==> src/rtl/dht11_frame_rx.sv <==
// DHT11 single-wire frame receiver: issues the host start pulse, times the sensor ACK and 40 data
// bits, verifies the checksum and publishes humidity/temperature as x10 fixed-point words.
module dht11_frame_rx #(
    parameter int CLK_FREQ_MHZ  = 50,
    parameter int START_LOW_US  = 20000,
    parameter int PERIOD_US     = 2000000,
    parameter int TIMEOUT_US    = 200,
    parameter int BIT_THRESH_US = 50
) (
    input  logic        sys_clk,
    input  logic        sys_rst,
    input  logic        dht11_in,
    output logic        dht11_oe,
    output logic [19:0] hum_x10,
    output logic [19:0] temp_x10,
    output logic        temp_neg,
    output logic        data_valid,
    output logic        crc_err,
    output logic        timeout_err,
    output logic        busy
);

    localparam int DIV_W = (CLK_FREQ_MHZ > 1) ? $clog2(CLK_FREQ_MHZ) : 1;
    localparam logic [DIV_W-1:0] DIV_MAX = DIV_W'(CLK_FREQ_MHZ - 1);
    localparam int TMR_W = 32;
    localparam logic [TMR_W-1:0] PERIOD_LAST  = TMR_W'(PERIOD_US - 1);
    localparam logic [TMR_W-1:0] START_LAST   = TMR_W'(START_LOW_US - 1);
    localparam logic [TMR_W-1:0] TIMEOUT_LAST = TMR_W'(TIMEOUT_US - 1);
    localparam logic [TMR_W-1:0] THRESH_LAST  = TMR_W'(BIT_THRESH_US - 1);
    localparam logic [TMR_W-1:0] TMR_ONE      = TMR_W'(1);
    localparam logic [TMR_W-1:0] TMR_MAX      = {TMR_W{1'b1}};
    localparam logic [5:0]       LAST_BIT     = 6'd39;

    localparam logic [2:0] ST_IDLE  = 3'd0;
    localparam logic [2:0] ST_START = 3'd1;
    localparam logic [2:0] ST_REL   = 3'd2;
    localparam logic [2:0] ST_ACK_L = 3'd3;
    localparam logic [2:0] ST_ACK_H = 3'd4;
    localparam logic [2:0] ST_BIT_L = 3'd5;
    localparam logic [2:0] ST_BIT_H = 3'd6;
    localparam logic [2:0] ST_CHECK = 3'd7;

    function automatic logic checksum_ok(input logic [39:0] frame);
        logic [7:0] sum;
        sum = frame[39:32] + frame[31:24] + frame[23:16] + frame[15:8];
        return (sum == frame[7:0]);
    endfunction

    function automatic logic [19:0] times10(input logic [7:0] x);
        logic [19:0] xw;
        xw = {12'd0, x};
        return (xw << 3) + (xw << 1);
    endfunction

    logic [1:0]       sync_r;
    logic             line_d_r;
    logic             line_s;
    logic             rise_s;
    logic             fall_s;
    logic [DIV_W-1:0] div_r;
    logic             tick_s;
    logic [TMR_W-1:0] timer_r;
    logic [2:0]       state_r;
    logic [2:0]       state_nxt_s;
    logic [5:0]       bit_cnt_r;
    logic [39:0]      shift_r;
    logic             shift_en_s;
    logic             bit_val_s;
    logic             clr_cnt_s;
    logic             abort_s;
    logic             timeout_s;
    logic             check_s;
    logic             crc_ok_s;
    logic [19:0]      hum_nxt_s;
    logic [19:0]      temp_nxt_s;
    logic             oe_r;
    logic             busy_r;
    logic [19:0]      hum_x10_r;
    logic [19:0]      temp_x10_r;
    logic             temp_neg_r;
    logic             data_valid_r;
    logic             crc_err_r;
    logic             timeout_err_r;

    // Two-flop synchroniser plus a delayed copy for edge detection; idle line is high.
    always_ff @(posedge sys_clk) begin
        if (sys_rst) begin
            sync_r   <= 2'b11;
            line_d_r <= 1'b1;
        end else begin
            sync_r   <= {sync_r[0], dht11_in};
            line_d_r <= sync_r[1];
        end
    end

    assign line_s = sync_r[1];
    assign rise_s = line_s & ~line_d_r;
    assign fall_s = ~line_s & line_d_r;

    // 1 us tick divider.
    always_ff @(posedge sys_clk) begin
        if (sys_rst) begin
            div_r <= DIV_MAX;
        end else if (div_r == {DIV_W{1'b0}}) begin
            div_r <= DIV_MAX;
        end else begin
            div_r <= div_r - DIV_W'(1);
        end
    end

    assign tick_s    = (div_r == {DIV_W{1'b0}});
    assign timeout_s = tick_s && (timer_r >= TIMEOUT_LAST);

    // Phase timer: counts ticks within a state, cleared on every state change.
    always_ff @(posedge sys_clk) begin
        if (sys_rst) begin
            timer_r <= {TMR_W{1'b0}};
        end else if (state_nxt_s != state_r) begin
            timer_r <= {TMR_W{1'b0}};
        end else if (tick_s && (timer_r != TMR_MAX)) begin
            timer_r <= timer_r + TMR_ONE;
        end
    end

    // Next-state logic; a line edge takes priority over a coincident timeout.
    always_comb begin
        state_nxt_s = state_r;
        shift_en_s  = 1'b0;
        bit_val_s   = 1'b0;
        clr_cnt_s   = 1'b0;
        abort_s     = 1'b0;
        case (state_r)
            ST_IDLE: begin
                if (tick_s && (timer_r >= PERIOD_LAST)) begin
                    state_nxt_s = ST_START;
                end else begin
                    state_nxt_s = ST_IDLE;
                end
            end
            ST_START: begin
                if (tick_s && (timer_r >= START_LAST)) begin
                    state_nxt_s = ST_REL;
                end else begin
                    state_nxt_s = ST_START;
                end
            end
            ST_REL: begin
                if (!line_s) begin
                    state_nxt_s = ST_ACK_L;
                end else if (timeout_s) begin
                    state_nxt_s = ST_IDLE;
                    abort_s     = 1'b1;
                end else begin
                    state_nxt_s = ST_REL;
                end
            end
            ST_ACK_L: begin
                if (rise_s) begin
                    state_nxt_s = ST_ACK_H;
                end else if (timeout_s) begin
                    state_nxt_s = ST_IDLE;
                    abort_s     = 1'b1;
                end else begin
                    state_nxt_s = ST_ACK_L;
                end
            end
            ST_ACK_H: begin
                if (fall_s) begin
                    state_nxt_s = ST_BIT_L;
                    clr_cnt_s   = 1'b1;
                end else if (timeout_s) begin
                    state_nxt_s = ST_IDLE;
                    abort_s     = 1'b1;
                end else begin
                    state_nxt_s = ST_ACK_H;
                end
            end
            ST_BIT_L: begin
                if (rise_s) begin
                    state_nxt_s = ST_BIT_H;
                end else if (timeout_s) begin
                    state_nxt_s = ST_IDLE;
                    abort_s     = 1'b1;
                end else begin
                    state_nxt_s = ST_BIT_L;
                end
            end
            ST_BIT_H: begin
                // The timer restarted one cycle after the rise was seen, so it lags the width by one.
                if (fall_s) begin
                    shift_en_s = 1'b1;
                    bit_val_s  = (timer_r >= THRESH_LAST);
                    if (bit_cnt_r == LAST_BIT) begin
                        state_nxt_s = ST_CHECK;
                    end else begin
                        state_nxt_s = ST_BIT_L;
                    end
                end else if (timeout_s) begin
                    state_nxt_s = ST_IDLE;
                    abort_s     = 1'b1;
                end else begin
                    state_nxt_s = ST_BIT_H;
                end
            end
            ST_CHECK: begin
                state_nxt_s = ST_IDLE;
            end
            default: begin
                state_nxt_s = ST_IDLE;
            end
        endcase
    end

    // State register with registered pad enable and busy flag aligned to the state.
    always_ff @(posedge sys_clk) begin
        if (sys_rst) begin
            state_r <= ST_IDLE;
            oe_r    <= 1'b0;
            busy_r  <= 1'b0;
        end else begin
            state_r <= state_nxt_s;
            oe_r    <= (state_nxt_s == ST_START);
            busy_r  <= (state_nxt_s != ST_IDLE);
        end
    end

    // Bit counter and MSB-first shift register; an aborted frame is discarded.
    always_ff @(posedge sys_clk) begin
        if (sys_rst) begin
            bit_cnt_r <= 6'd0;
            shift_r   <= 40'd0;
        end else if (clr_cnt_s || abort_s) begin
            bit_cnt_r <= 6'd0;
            shift_r   <= 40'd0;
        end else if (shift_en_s) begin
            bit_cnt_r <= bit_cnt_r + 6'd1;
            shift_r   <= {shift_r[38:0], bit_val_s};
        end
    end

    assign check_s    = (state_r == ST_CHECK);
    assign crc_ok_s   = checksum_ok(shift_r);
    assign hum_nxt_s  = times10(shift_r[39:32]) + {12'd0, shift_r[31:24]};
    assign temp_nxt_s = times10(shift_r[23:16]) + {13'd0, shift_r[14:8]};

    // Result registers hold the last good frame; status pulses last exactly one cycle.
    always_ff @(posedge sys_clk) begin
        if (sys_rst) begin
            hum_x10_r     <= 20'd0;
            temp_x10_r    <= 20'd0;
            temp_neg_r    <= 1'b0;
            data_valid_r  <= 1'b0;
            crc_err_r     <= 1'b0;
            timeout_err_r <= 1'b0;
        end else begin
            data_valid_r  <= check_s & crc_ok_s;
            crc_err_r     <= check_s & ~crc_ok_s;
            timeout_err_r <= abort_s;
            if (check_s && crc_ok_s) begin
                hum_x10_r  <= hum_nxt_s;
                temp_x10_r <= temp_nxt_s;
                temp_neg_r <= shift_r[15];
            end
        end
    end

    assign dht11_oe    = oe_r;
    assign busy        = busy_r;
    assign hum_x10     = hum_x10_r;
    assign temp_x10    = temp_x10_r;
    assign temp_neg    = temp_neg_r;
    assign data_valid  = data_valid_r;
    assign crc_err     = crc_err_r;
    assign timeout_err = timeout_err_r;

endmodule

==> config.mk <==
export PLATFORM = sky130hd
export DESIGN_NAME = dht11_frame_rx
export DESIGN_NICKNAME = d
export VERILOG_FILES = /design/src/rtl/dht11_frame_rx.sv
export SDC_FILE = /design/constraint.sdc
export NUM_CORES = 1
export LEC_CHECK = 0
export ABC_AREA = 0
export CAP_MARGIN = 20
export CORE_MARGIN = 1.5
export CORE_UTILIZATION = 50
export DETAILED_ROUTE_END_ITERATION = 10
export PLACE_DENSITY = 0.7
export SLEW_MARGIN = 20
export SYNTH_ARGS = -nofsm -noshare
export SYNTH_HDL_FRONTEND = slang
export SYNTH_SLANG_ARGS = --single-unit
==> constraint.sdc <==
create_clock -name sys_clk -period 5.4 [get_ports sys_clk]
set_clock_uncertainty 0.15 [all_clocks]
set_input_delay 1.62 -clock sys_clk [delete_from_list [all_inputs] [get_ports sys_clk]]
set_output_delay 1.62 -clock sys_clk [all_outputs]
set_load 0.05 [all_outputs]
======== Word-level counts from Yosys, hierarchy flattened ========
Index checks and enable logic that the tools add are counted.
storage, ports and cells
  output and inout port bits .............. 46
  input port bits ......................... 3
  logic and storage cells ................. 86
  register bits ........................... 136
cells by class
  equality and inequality tests ........... 12
  multiplexer cells ....................... 24
  magnitude comparators ................... 4
  add/subtract/negate cells ............... 10
  bitwise gates (word level) .............. 7
  reductions and logical operators ........ 14
operators with widths
  operator                                                                 count
  32-bit by 1-bit adder with 32-bit output, second input constant          1
  32-bit by 15-bit >= comparator with 1-bit output, second input constant  1
  32-bit by 21-bit >= comparator with 1-bit output, second input constant  1
  32-bit by 6-bit >= comparator with 1-bit output, second input constant   1
  32-bit by 8-bit >= comparator with 1-bit output, second input constant   1
  32-bit != test, second input constant                                    1
  11-bit by 9-bit adder with 12-bit output                                 2
  8-bit adder                                                              3
  3-bit one-hot mux with 8 select lines                                    1
  3-bit two-way mux                                                        7
  12-bit by 7-bit adder with 13-bit output                                 1
  12-bit by 8-bit adder with 13-bit output                                 1
  3-bit == test, second input constant                                     4
  1-bit two-way mux                                                        10
  2-bit two-way mux                                                        5
  2-bit OR reduction                                                       5
  8-bit == test                                                            1
  6-bit by 1-bit adder with 6-bit output, second input constant            1
  3-bit by 1-bit == test with 1-bit output, second input constant          2
  3-bit by 2-bit == test with 1-bit output, second input constant          2
  6-bit == test, second input constant                                     1
  6-bit zero test                                                          1
  6-bit by 1-bit subtractor with 6-bit output, second input constant       1
  1-bit logical AND                                                        5
  other kinds (7)                                                          12

======== Depth between registers and ports, before layout ========
Gate-level depths: netlist (run 1).
  word-level depth ........................ 7
  mapped depth ............................ 14
  gate-level depth less buffers ........... 13

======== Worst setup path after synthesis (run 1) ========
OpenSTA, ideal clock, no wires.
  path type ............................... register to register
  start ................................... reg shift_r[17]
  end ..................................... reg hum_x10_r[11], in the netlist hum_x10[11]
  buffers on the path ..................... 1
  stages on the path, launching flop included .. 14
  data arrival time ....................... 3.537 ns
  data required time ...................... 5.133 ns
  path slack .............................. 1.596 ns
  clock period less this slack ............ 3.804 ns
  library setup time ...................... 0.117 ns
  path through ............................ dfxtp_1 inv_1 fa_1 fa_1 inv_1 ha_1 fa_1 a21o_1 a21oi_1 o21ai_0 xnor2_1 nand4_2 buf_2 o22a_1
between the ends
  cells in the longest elaborated chain, start to end .. 4
RTL lines
  element                   RTL line  RTL
  from (decl)               66        logic [39:0] shift_r;
  from (signal assigned)    237       shift_r <= {shift_r[38:0], bit_val_s};
  8-bit adder (2 in a row)  45        sum = frame[39:32] + frame[31:24] + frame[23:16] + frame[15:8];
  8-bit == test             46        return (sum == frame[7:0]);
  1-bit logical AND         259       if (check_s && crc_ok_s) begin
  to (signal assigned)      260       hum_x10_r <= hum_nxt_s;
  to (decl)                 78        logic [19:0] hum_x10_r;
Every way passes these cells.
A chain may end at the register's enable or synchronous reset.

======== Worst setup path in the final report (run 1) ========
  start ................................... reg shift_r[17]
  end ..................................... reg temp_x10_r[4], in the netlist temp_x10[4]
between the ends
  cells in the longest elaborated chain, start to end .. 4
  elaborated cells on any way between the ends .. 6
  classes of those cells .................. 4 x add/sub; 1 x eq/ne; 1 x reduce/logical
RTL lines
  element                   RTL line  RTL
  8-bit adder (2 in a row)  45
  8-bit == test             46
  1-bit logical AND         259
  to (signal assigned)      261       temp_x10_r <= temp_nxt_s;
  to (decl)                 79        logic [19:0] temp_x10_r;
Several ways; a longest one is shown, not always the timed one.

==> key figures, run 1 <==
Outcome
  • Outcome: completed

Logic synthesis
  • Yosys cell types: between 60 and 70
  • Post-synth top area cell: dfxtp_1
  • Main synth FF type: dfxtp_1
  • Yosys warning total: 0
  • Async SR Flop Fraction: 0
  • Synthesized instance count: 793
  • Yosys top cell area share: 0.3491
  • Mean Syn Cell Area: just under 9 um^2
  • Yosys reg bits: 120
  • Area of the mapped netlist: slightly below 7000 um^2
  • Post-synth EDFFs: 0
  • Sequential-to-total area share from yosys stat: 0.3491
  • Top cells by area, synth: dfxtp_1 35%, fa_1 7.3%, xnor2_1 6.6%

Setup path
  • CP Data Arrival Time: between 4 and 5 ns
  • Setup CP Type: reg -> reg
  • CP Launch Type: flip-flop
  • R2R setup slack: roughly 0.96 ns
  • CP max FO: 14
  • Worst Path Required: 5.54 ns
  • Kind of end point of the critical path: flip-flop

Power
  • Total power: between 2 and 2.5 mW
  • LEAKAGE: 3.243 nW
  • PwrDens: around 290 nW/um^2
  • Worst VDD drop: 0.0001750 V

STA
  • Final slew viol count: 0
  • Fin. Hold Viols: 0
  • # setup viols final: 0
  • Fmax achieved: roughly 0.23 GHz
  • RSZ-0062 raised after global routing: no
  • Post-route minimum period: 4.443 ns
  • Worst Tran Pin Value: between 0.9 and 1 ns
  • Slew headroom: 0.3595
  • Period Utilization, post-route: 0.8228
  • Setup TNS: 0 ns

Global routing
  • Tot GR Track Use: 0.2032
  • Initial antenna violation count: 0
  • Global-route wire length before repair: between 20,000 and 25,000 um
  • Largest net degree at the start of global routing: 47
  • Vias in the first global route: between 5,000 and 6,000
  • Overflow left after global routing: 0

Cells and area
  • Fin util: 0.5937
  • Layout fillers: approximately 1,200
  • Most common cell after layout, fill and taps aside: dfxtp_1
  • Share of layout cells above drive strength 1: 0.08303
  • Ant. Diodes: 0
  • # nets final: a little under 900
  • Most frequent cells in the layout: 120 x dfxtp_1, 110 x nand2_1, 97 x nor2_1
  • Area growth syn-to-layout: 15.16%
  • Layout Cells excl Fill: just over 1,000

Clock network
  • CTS tree: done
  • CTS resizes: 0
  • Clock transition at path regs: 0.05 ns
  • Hold_buf cts: 0
  • Post-CTS setup buffer count: 0
  • # clock sinks: between 100 and 150
  • Worst-skew pair later-pin latency: 0.42 ns
  • CTS Root Cell: clkbuf_16
  • H-Tree Depth: 4
  • CTS max path bufs: 2
  • CTS Buf Count: 17

Detailed routing
  • DRC: 0
  • DRT Pass-1 Iters: 5
  • Initial DRC Count: 302
  • Final ANT Viol Nets: 0
  • DR WL/cell: about 14 um
  • Total number of vias: approximately 5,400
  • Post-Route WL: 13,840 um
  • Vias/cell: ~5.4

Min path
  • Hold WC Path Type: reg -> reg

Placement
  • Port Buffers: 32
  • RePlAce Congestion: roughly 0.91
  • DP HPWL: 9947 um
  • Placed Cells: roughly 1,000

Floorplan
  • Die width: roughly 120 um
  • Die Ht: ~120 um
  • # IOs: a little under 50
  • Std cell rows: between 40 and 50
  • Core area: approximately 13,000 um^2
  • Die area: 14,480 um^2
  • Initial Util: 0.5156

Job
  • Maxcap violations: 0
## area by class of cell
cell class | instances | area (um^2) | share of cell area
Sequential cell | 120 | 2402 | 0.3031
Inverter | 36 | 135.1 | 0.01705
Clock inverter | 7 | 160.2 | 0.02021
Clock buffer | 25 | 515.5 | 0.06505
Tap cell | 176 | 220.2 | 0.02779
Multi-Input combinational cell | 605 | 4126 | 0.5207
Timing Repair Buffer | 38 | 365.4 | 0.04610
## cells by family (layout without fill, tap and decap cells)
family,Yosys count,in the layout,synth area share
XOR/XNOR,72,72,0.09164
other,1,16,0.0005449
AND/OR/NAND/NOR,324,324,0.2282
adder cells (fa/ha/maj),61,61,0.1382
buffers and inverters,83,106,0.05945
AO/OA/AOI/OAI,108,108,0.09800
flip-flops,120,120,0.3491
multiplexers,24,24,0.03491
## through the flow
stage / area [um^2] / worst slack, ns / hold slack, ns
final: 7925 / 0.9566 / 0.2586
after global routing: 7925 / 0.6327 / 0.2764
after CTS: 7925 / 0.9262 / 0.2595
after detailed placement: 7249 / 0.9460 / 0.2436
after global placement: 7249 / 1.120 / 0.2506
after floorplan: 6938 / 1.596 / 0.2337
## flip-flops by register name, indices dropped and copies added (netlist names)
signal and cells:
bit_cnt_r 6, busy 1, crc_err 1, data_valid 1, dht11_oe 1, div_r 6
hum_x10 12, line_d_r 1, shift_r 40, state_r 3, sync_r 2, temp_neg 1
temp_x10 12, timeout_err 1, timer_r 32
## Yosys cell counts (3+ instances only)
| master | number |
|---|---|
| nand2_1 | 110 |
| o21ai_0 | 11 |
| a211oi_1 | 5 |
| a211o_1 | 3 |
| nor4_4 | 3 |
| buf_6 | 3 |
| o41ai_1 | 3 |
| xor2_1 | 20 |
| nor2b_1 | 8 |
| nand4_1 | 11 |
| or2_2 | 5 |
| ha_1 | 36 |
| fa_1 | 25 |
| nand2b_1 | 4 |
| nor3_1 | 25 |
| inv_1 | 36 |
| o21a_1 | 4 |
| buf_4 | 17 |
| nor2_1 | 97 |
| clkbuf_1 | 16 |
| and2_1 | 3 |
| nor2_2 | 12 |
| a21o_1 | 7 |
| dfxtp_1 | 120 |
| mux2i_1 | 24 |
| nand3_1 | 19 |
| xnor2_1 | 52 |
| a21oi_1 | 57 |
| nor4_1 | 6 |
| buf_2 | 9 |
## critical path, stage by stage (launching register included)
cell	delay, ns
dfxtp_1	0.42
inv_1	0.09
fa_1	0.49
fa_1	0.51
inv_1	0.04
ha_1	0.23
fa_1	0.41
a21o_1	0.20
a21oi_1	0.21
xnor2_1	0.10
nor3_1	0.31
nand4_2	0.50
buf_4	0.42
mux2i_1	0.18
nor2_1	0.06
## power breakdown
part | internal [mW] | switching (mW)
logic | 0.0208 | 0.0646
registers | 0.894 | 0.0108
clock network | 0.892 | 0.396
## worst paths after layout
check / from / to / cells after the start
setup reg to reg: shift_r[17] / temp_x10[4] / 14
hold reg to reg: sync_r[0] / sync_r[1] / 1
setup / recovery: shift_r[17] / temp_x10[4] / 14
hold / removal: sync_r[0] / sync_r[1] / 1
## layer usage
layer | up-vias | track usage | part of all wire
li1 | 2694 | - | -
met1 | 2572 | 0.2549 | 0.46
met2 | 106 | 0.3379 | 0.48
met3 | 25 | 0.05236 | 0.035
met4 | 0 | 0.07500 | 0.019
met5 | - | 0 | 0
Power figures use the tool's default switching activity.
==> inputs of run 2 (changes only) <==
Settings changed: PLACE_DENSITY 0.7 to 0.72.
Clock period 5.4 ns to 3.97 ns, I/O delays scaled along.
==> run 2 against run 1 <==
- worst setup slack got worse by 0.75 ns
- sequential cell count is the same
- register-to-register slack worse by 0.75 ns
- critical endpoint is now temp_x10[1]
- largest cell class unchanged
- largest power group unchanged
==> key figures, run 2 (synthesized netlist as in run 1, its figures left out) <==
Outcome
  • Outcome: completed

Global routing
  • Global-route wire length before repair: 23,940 um
  • Met2 Use GR: 0.3382
  • Initial antenna violation count: 0
  • Met3 usage: 0.04245
  • Grt peak-use layer: met2
  • Largest net degree at the start of global routing: between 40 and 50
  • Tot GR Track Use: 0.2055
  • Met1 global-route usage: 0.2652
  • Vias in the first global route: just over 5,000
  • Overflow left after global routing: 0

Clock network
  • CTS Root Cell: clkbuf_16
  • CTS tree: done
  • CTS Buf Count: 17
  • CTS max path bufs: 2
  • Clock transition at path regs: ~0.05 ns
  • Hold_buf cts: 0
  • H-Tree Depth: 4
  • # clock sinks: 120
  • Worst-skew pair later-pin latency: 0.42 ns

Job
  • Maxcap violations: 0

Placement
  • Placed instance area: ~7300 um^2
  • Placed Cells: 977
  • RePlAce Congestion: 0.8689
  • Port Buffers: 32
  • DP HPWL: approximately 10000 um

Setup path
  • Kind of end point of the critical path: flip-flop
  • CP max FO: 7
  • CP Data Arrival Time: between 3 and 4 ns
  • CP Launch Type: flip-flop
  • Worst path top cell family by delay: adder cells
  • Bufs and invs on worst path: 3
  • Crit-path max cell delay: between 0.5 and 0.6 ns
  • CP Cell Sequence: inv_1 > fa_1 > fa_1 > inv_1 > ha_1 > fa_2 > a21o_1 > a21oi_2 > o21ai_1 > xnor2_1 > nand4_2 > clkbuf_16 > mux2i_1 > nor2_1
  • Slowest stage cell, crit path: fa_1
  • Worst Path Required: 4.11 ns
  • Setup CP Type: reg -> reg

STA
  • Fmax achieved: about 0.27 GHz
  • Slew headroom: 0.6357
  • Fin. Hold Viols: 0
  • Final hold slack: between 0.2 and 0.3 ns
  • Final slew viol count: 0
  • # setup viols final: 0
  • Worst Tran Pin Value: roughly 0.54 ns
  • Period Utilization, post-route: 0.9492
  • RSZ-0062 raised after global routing: no
  • Setup TNS: 0 ns
  • Post-route minimum period: 3.768 ns

Power
  • Worst VDD drop: about 0.00021 V
  • LEAKAGE: roughly 3.2 nW
  • Total power: about 2.8 mW
  • PwrDens: 350.0 nW/um^2

Cells and area
  • Share of layout cells above drive strength 1: 0.08654
  • Ant. Diodes: 0
  • Layout Cells excl Fill: around 1,000
  • Cell area after layout: 7861 um^2
  • # nets final: just under 900
  • Max reg flops: 40
  • Biggest register: shift_r
  • Most frequent cells in the layout: 118 x dfxtp_1, 110 x nand2_1, 97 x nor2_1
  • Top flop regs: shift_r (40), timer_r (32)
  • Most common cell after layout, fill and taps aside: dfxtp_1
  • Area growth syn-to-layout: 14.24%

Floorplan
  • Die Ht: 120.3 um
  • Initial Util: 0.5156
  • Die area: between 10,000 and 15,000 um^2
  • # IOs: just under 50
  • Std cell rows: 42
  • Core area: roughly 13,000 um^2
  • Die width: roughly 120 um

Detailed routing
  • DRC: 0
  • DRT Pass-1 Iters: 7
  • DR WL/cell: ~14 um
  • Final ANT Viol Nets: 0
  • Initial DRC Count: between 300 and 400
  • Post-Route WL: roughly 14,000 um
  • Total number of vias: around 5,300
  • Vias/cell: between 5 and 6

Min path
  • Hold WC Path Type: reg -> reg
[run 2: cell count changes in the layout (fill, tap and decap cells not counted), moves of 2 or more]
cell,change
clkbuf_1,+3
clkbuf_8,-3
dfxtp_1,-2
bufinv_16,-4
dfxtp_2,+2
[run 2: what timing repair did]
action	4_1_cts	5_1_grt
resized for setup	0	11
setup endpoints to repair	0	25
buffers inserted	0	1
[run 2: per-stage QoR]
| step | utilization | setup WS, ns |
|---|---|---|
| 2_1_floorplan | - | 0.1660 |
| 3_3_place_gp | 0.5442 | 0.2302 |
| 3_5_place_dp | 0.5442 | 0.1194 |
| 4_1_cts | 0.5840 | 0.1077 |
| 5_1_grt | 0.5890 | 0.01066 |
| 6_report | 0.5890 | 0.2017 |
[run 2: path summary, 6_finish.rpt]
check / slack (ns) / end / depth (start not counted) / from
worst min-delay path: 0.26 / div_r[0] / 1 / div_r[0]
worst max-delay path: 0.20 / temp_x10[1] / 14 / shift_r[25]
worst min register to register: 0.26 / div_r[0] / 1 / div_r[0]
worst max register to register: 0.20 / temp_x10[1] / 14 / shift_r[25]
[run 2: power by group]
| group | switching [mW] | internal (mW) | total, mW | leakage [nW] |
|---|---|---|---|---|
| combinational | 0.0882 | 0.0288 | 0.117 | 1.98 |
| clock | 0.509 | 0.894 | 1.40 | 0.263 |
| sequential | 0.0145 | 1.22 | 1.23 | 0.969 |
| total | 0.612 | 2.14 | 2.75 | 3.21 |
[run 2: area by class of cell]
class,instances,area [um^2]
tap,176,220.2
timing repair buffer,42,432.9
clock inverter,4,45.04
fill,1156,5487
inverter,36,135.1
multi-input combinational,605,4138
clock buffer,25,485.5
sequential,120,2405
[run 2: per-layer routing]
| layer | share of wire | wire (um) |
|---|---|---|
| met5 | 0 | 0 |
| met4 | 0.017 | 235 |
| met1 | 0.47 | 6539 |
| met2 | 0.48 | 6752 |
| met3 | 0.033 | 465 |
[run 2: worst register-to-register path: stages (launching register included)]
cell and delay (ns):
dfxtp_1 0.38, inv_1 0.08, fa_1 0.46, fa_1 0.52
inv_1 0.04, ha_1 0.22, fa_2 0.35, a21o_1 0.20
a21oi_2 0.18, o21ai_1 0.10, xnor2_1 0.23, nand4_2 0.28
clkbuf_16 0.26, mux2i_1 0.14, nor2_1 0.06
==> inputs of run 3 (changes only) <==
Settings changed: PLACE_DENSITY 0.72 to default, PLACE_DENSITY_LB_ADDON from default to 0.2, SETUP_SLACK_MARGIN from default to 0.02.
==> run 3 against run 2 <==
- non-clock buffer count increased by 4
- final area increased by 1.8%
- critical path depth grew 1
- combinational power about the same
- global-route usage grew 0.34 points
- register-to-register slack better by 0.04 ns
- die area unchanged
- fmax rose by 1.1%
- first-iteration DRC count down 13%
- largest cell class unchanged
==> key figures, run 3 (synthesized netlist as in run 1, its figures left out) <==
Outcome
  • Outcome: completed

Placement
  • RePlAce Congestion: around 0.85
  • Port Buffers: 32
  • DP HPWL: a little under 10,000 um
  • Placed Cells: 979

Cells and area
  • Layout fillers: approximately 1,200
  • Fin util: 0.5996
  • Share of layout cells above drive strength 1: 0.09893
  • Most frequent cells in the layout: 118 x dfxtp_1, 110 x nand2_1, 97 x nor2_1
  • Max reg flops: 40
  • Area growth syn-to-layout: 16.31%
  • Biggest register: shift_r
  • Most common cell after layout, fill and taps aside: dfxtp_1
  • Top flop regs: shift_r (40), timer_r (32)
  • Layout Cells excl Fill: just over 1,000
  • Sequential cell area: ~2400 um^2
  • # nets final: slightly below 900
  • Area of the multi-input gates: 4140 um^2
  • Ant. Diodes: 0

STA
  • # setup viols final: 0
  • RSZ-0062 raised after global routing: no
  • Slew headroom: 0.4498
  • Post-route minimum period: 3.728 ns
  • Final slew viol count: 0
  • Period Utilization, post-route: 0.9389
  • Fin. Hold Viols: 0
  • Setup TNS: 0 ns
  • Worst Tran Pin Value: ~0.83 ns
  • Fmax achieved: 0.2683 GHz

Floorplan
  • Die Ht: ~120 um
  • # IOs: just under 50
  • Die width: roughly 120 um
  • Std cell rows: 42
  • Die area: roughly 14,000 um^2
  • Core area: 13,350 um^2
  • Initial Util: 0.5156

Power
  • PwrDens: 374.9 nW/um^2
  • Seq pwr share: 0.410
  • Clock share of power: 0.551
  • Int Pwr: around 2.4 mW
  • Logic pwr share: 0.039
  • LEAKAGE: between 3 and 4 nW
  • Total power: approximately 3.0 mW
  • Worst VDD drop: around 0.00022 V
  • Switching power: 0.6271 mW
  • Sw Share: 0.2090

Clock network
  • CTS tree: done
  • H-Tree Depth: 4
  • Worst-skew pair later-pin latency: approximately 0.42 ns
  • Hold_buf cts: 0
  • CTS max path bufs: 2
  • CTS Root Cell: clkbuf_16
  • # clock sinks: 120
  • CTS Buf Count: 17
  • Clock transition at path regs: about 0.05 ns

Detailed routing
  • Metal2 WL: 6622 um
  • Wl on met1: roughly 6500 um
  • Post-Route WL: about 14,000 um
  • Total number of vias: 5,424
  • Final ANT Viol Nets: 0
  • DRC: 0
  • Max layer used: met4
  • Routed wl met3: slightly above 600 um
  • Initial DRC Count: approximately 300
  • DR WL/cell: about 14 um
  • DRT Pass-1 Iters: 5
  • Vias/cell: 5.344

Setup path
  • CP Data Arrival Time: 3.87 ns
  • Reg-to-Reg Start: shift_r[25]
  • CP Cell Sequence: inv_1 > fa_1 > fa_1 > inv_1 > ha_2 > fa_2 > a21o_1 > a21oi_2 > o21ai_1 > xnor2_1 > nand4_2 > buf_4 > buf_16 > mux2i_1 > nor2_1
  • Kind of end point of the critical path: flip-flop
  • CP Launch Type: flip-flop
  • Crit-path max cell delay: ~0.52 ns
  • Setup CP Type: reg -> reg
  • R2R setup slack: roughly 0.24 ns
  • CP max FO: 11
  • Crit path from: shift_r[25]
  • Worst Path Required: 4.12 ns
  • Slowest stage cell, crit path: fa_1

Global routing
  • Overflow left after global routing: 0
  • Largest net degree at the start of global routing: 41
  • Vias in the first global route: approximately 5,200
  • Initial antenna violation count: 0
  • Tot GR Track Use: 0.2089
  • Global-route wire length before repair: about 24,000 um

Min path
  • Hold wc startpoint: div_r[0]
  • Hold WC Path Type: reg -> reg

Job
  • Maxcap violations: 0
==> run 3: cell types whose count changed in the layout (fill, tap and decap cells not counted), sizes merged <==
cell,delta
bufinv,+3
buf,+5
clkbuf,-2
clkinv,+1
==> run 3: layout make-up <==
type,instances,area share
multi-input cells,605,0.5173
flip-flops and latches,120,0.3005
clock buffers,24,0.06269
repair buffers,46,0.05768
well taps,176,0.02751
clock inverters,8,0.01751
inverters,36,0.01688
==> run 3: through the flow <==
| step | setup WS, ns | hold WS, ns | instance area [um^2] |
|---|---|---|---|
| after floorplan | 0.1660 | 0.2337 | 6938 |
| after global placement | 0.1699 | 0.2485 | 7292 |
| after detailed placement | 0.04126 | 0.2560 | 7292 |
| after CTS | 0.06894 | 0.2707 | 7986 |
| after global routing | 0.01936 | 0.2917 | 8004 |
| final | 0.2424 | 0.2707 | 8004 |
==> run 3: path summary, 6_finish.rpt <==
| kind | endpoint | cells after the start |
|---|---|---|
| worst max-delay path | temp_x10[9] | 15 |
| worst min-delay path | div_r[0] | 1 |
| worst max register to register | temp_x10[9] | 15 |
| worst min register to register | div_r[0] | 1 |
==> run 3: routing by layer <==
metal  global-route usage  vias to the layer above
li1                     -                     2708
met1               0.2754                     2579
met2               0.3343                      115
met3              0.05000                       22
met4              0.07721                        0
met5                    0                        -
==> run 3: power groups by stage <==
| stage | combinational, mW | sequential (mW) | clock [mW] |
|---|---|---|---|
| after floorplan | 0.114 | 1.25 | 0 |
| after global placement | 0.114 | 1.26 | 0 |
| after detailed placement | 0.117 | 1.26 | 0 |
| after CTS | 0.118 | 1.23 | 1.69 |
| after global routing | 0.128 | 1.23 | 1.74 |
| final | 0.117 | 1.23 | 1.65 |
==> run 3: worst max-delay path: cells and delay by family (launching register included) <==
family	cells	cell delay, ns
adders and majority gates	4	1.58
AOI/OAI and AO/OA	3	0.47
buffers and inverters	4	0.45
DFF	1	0.36
xor gates and xnor gates	1	0.24
and+or+nand+nor	2	0.20
muxes	1	0.15
==> run 3: what timing repair did <==
item,4_1_cts,5_1_grt
endpoints found under the setup margin,22,25
buffers inserted,2,1
pin swaps,2,4
gates cloned,1,0
gates resized for setup,2,7
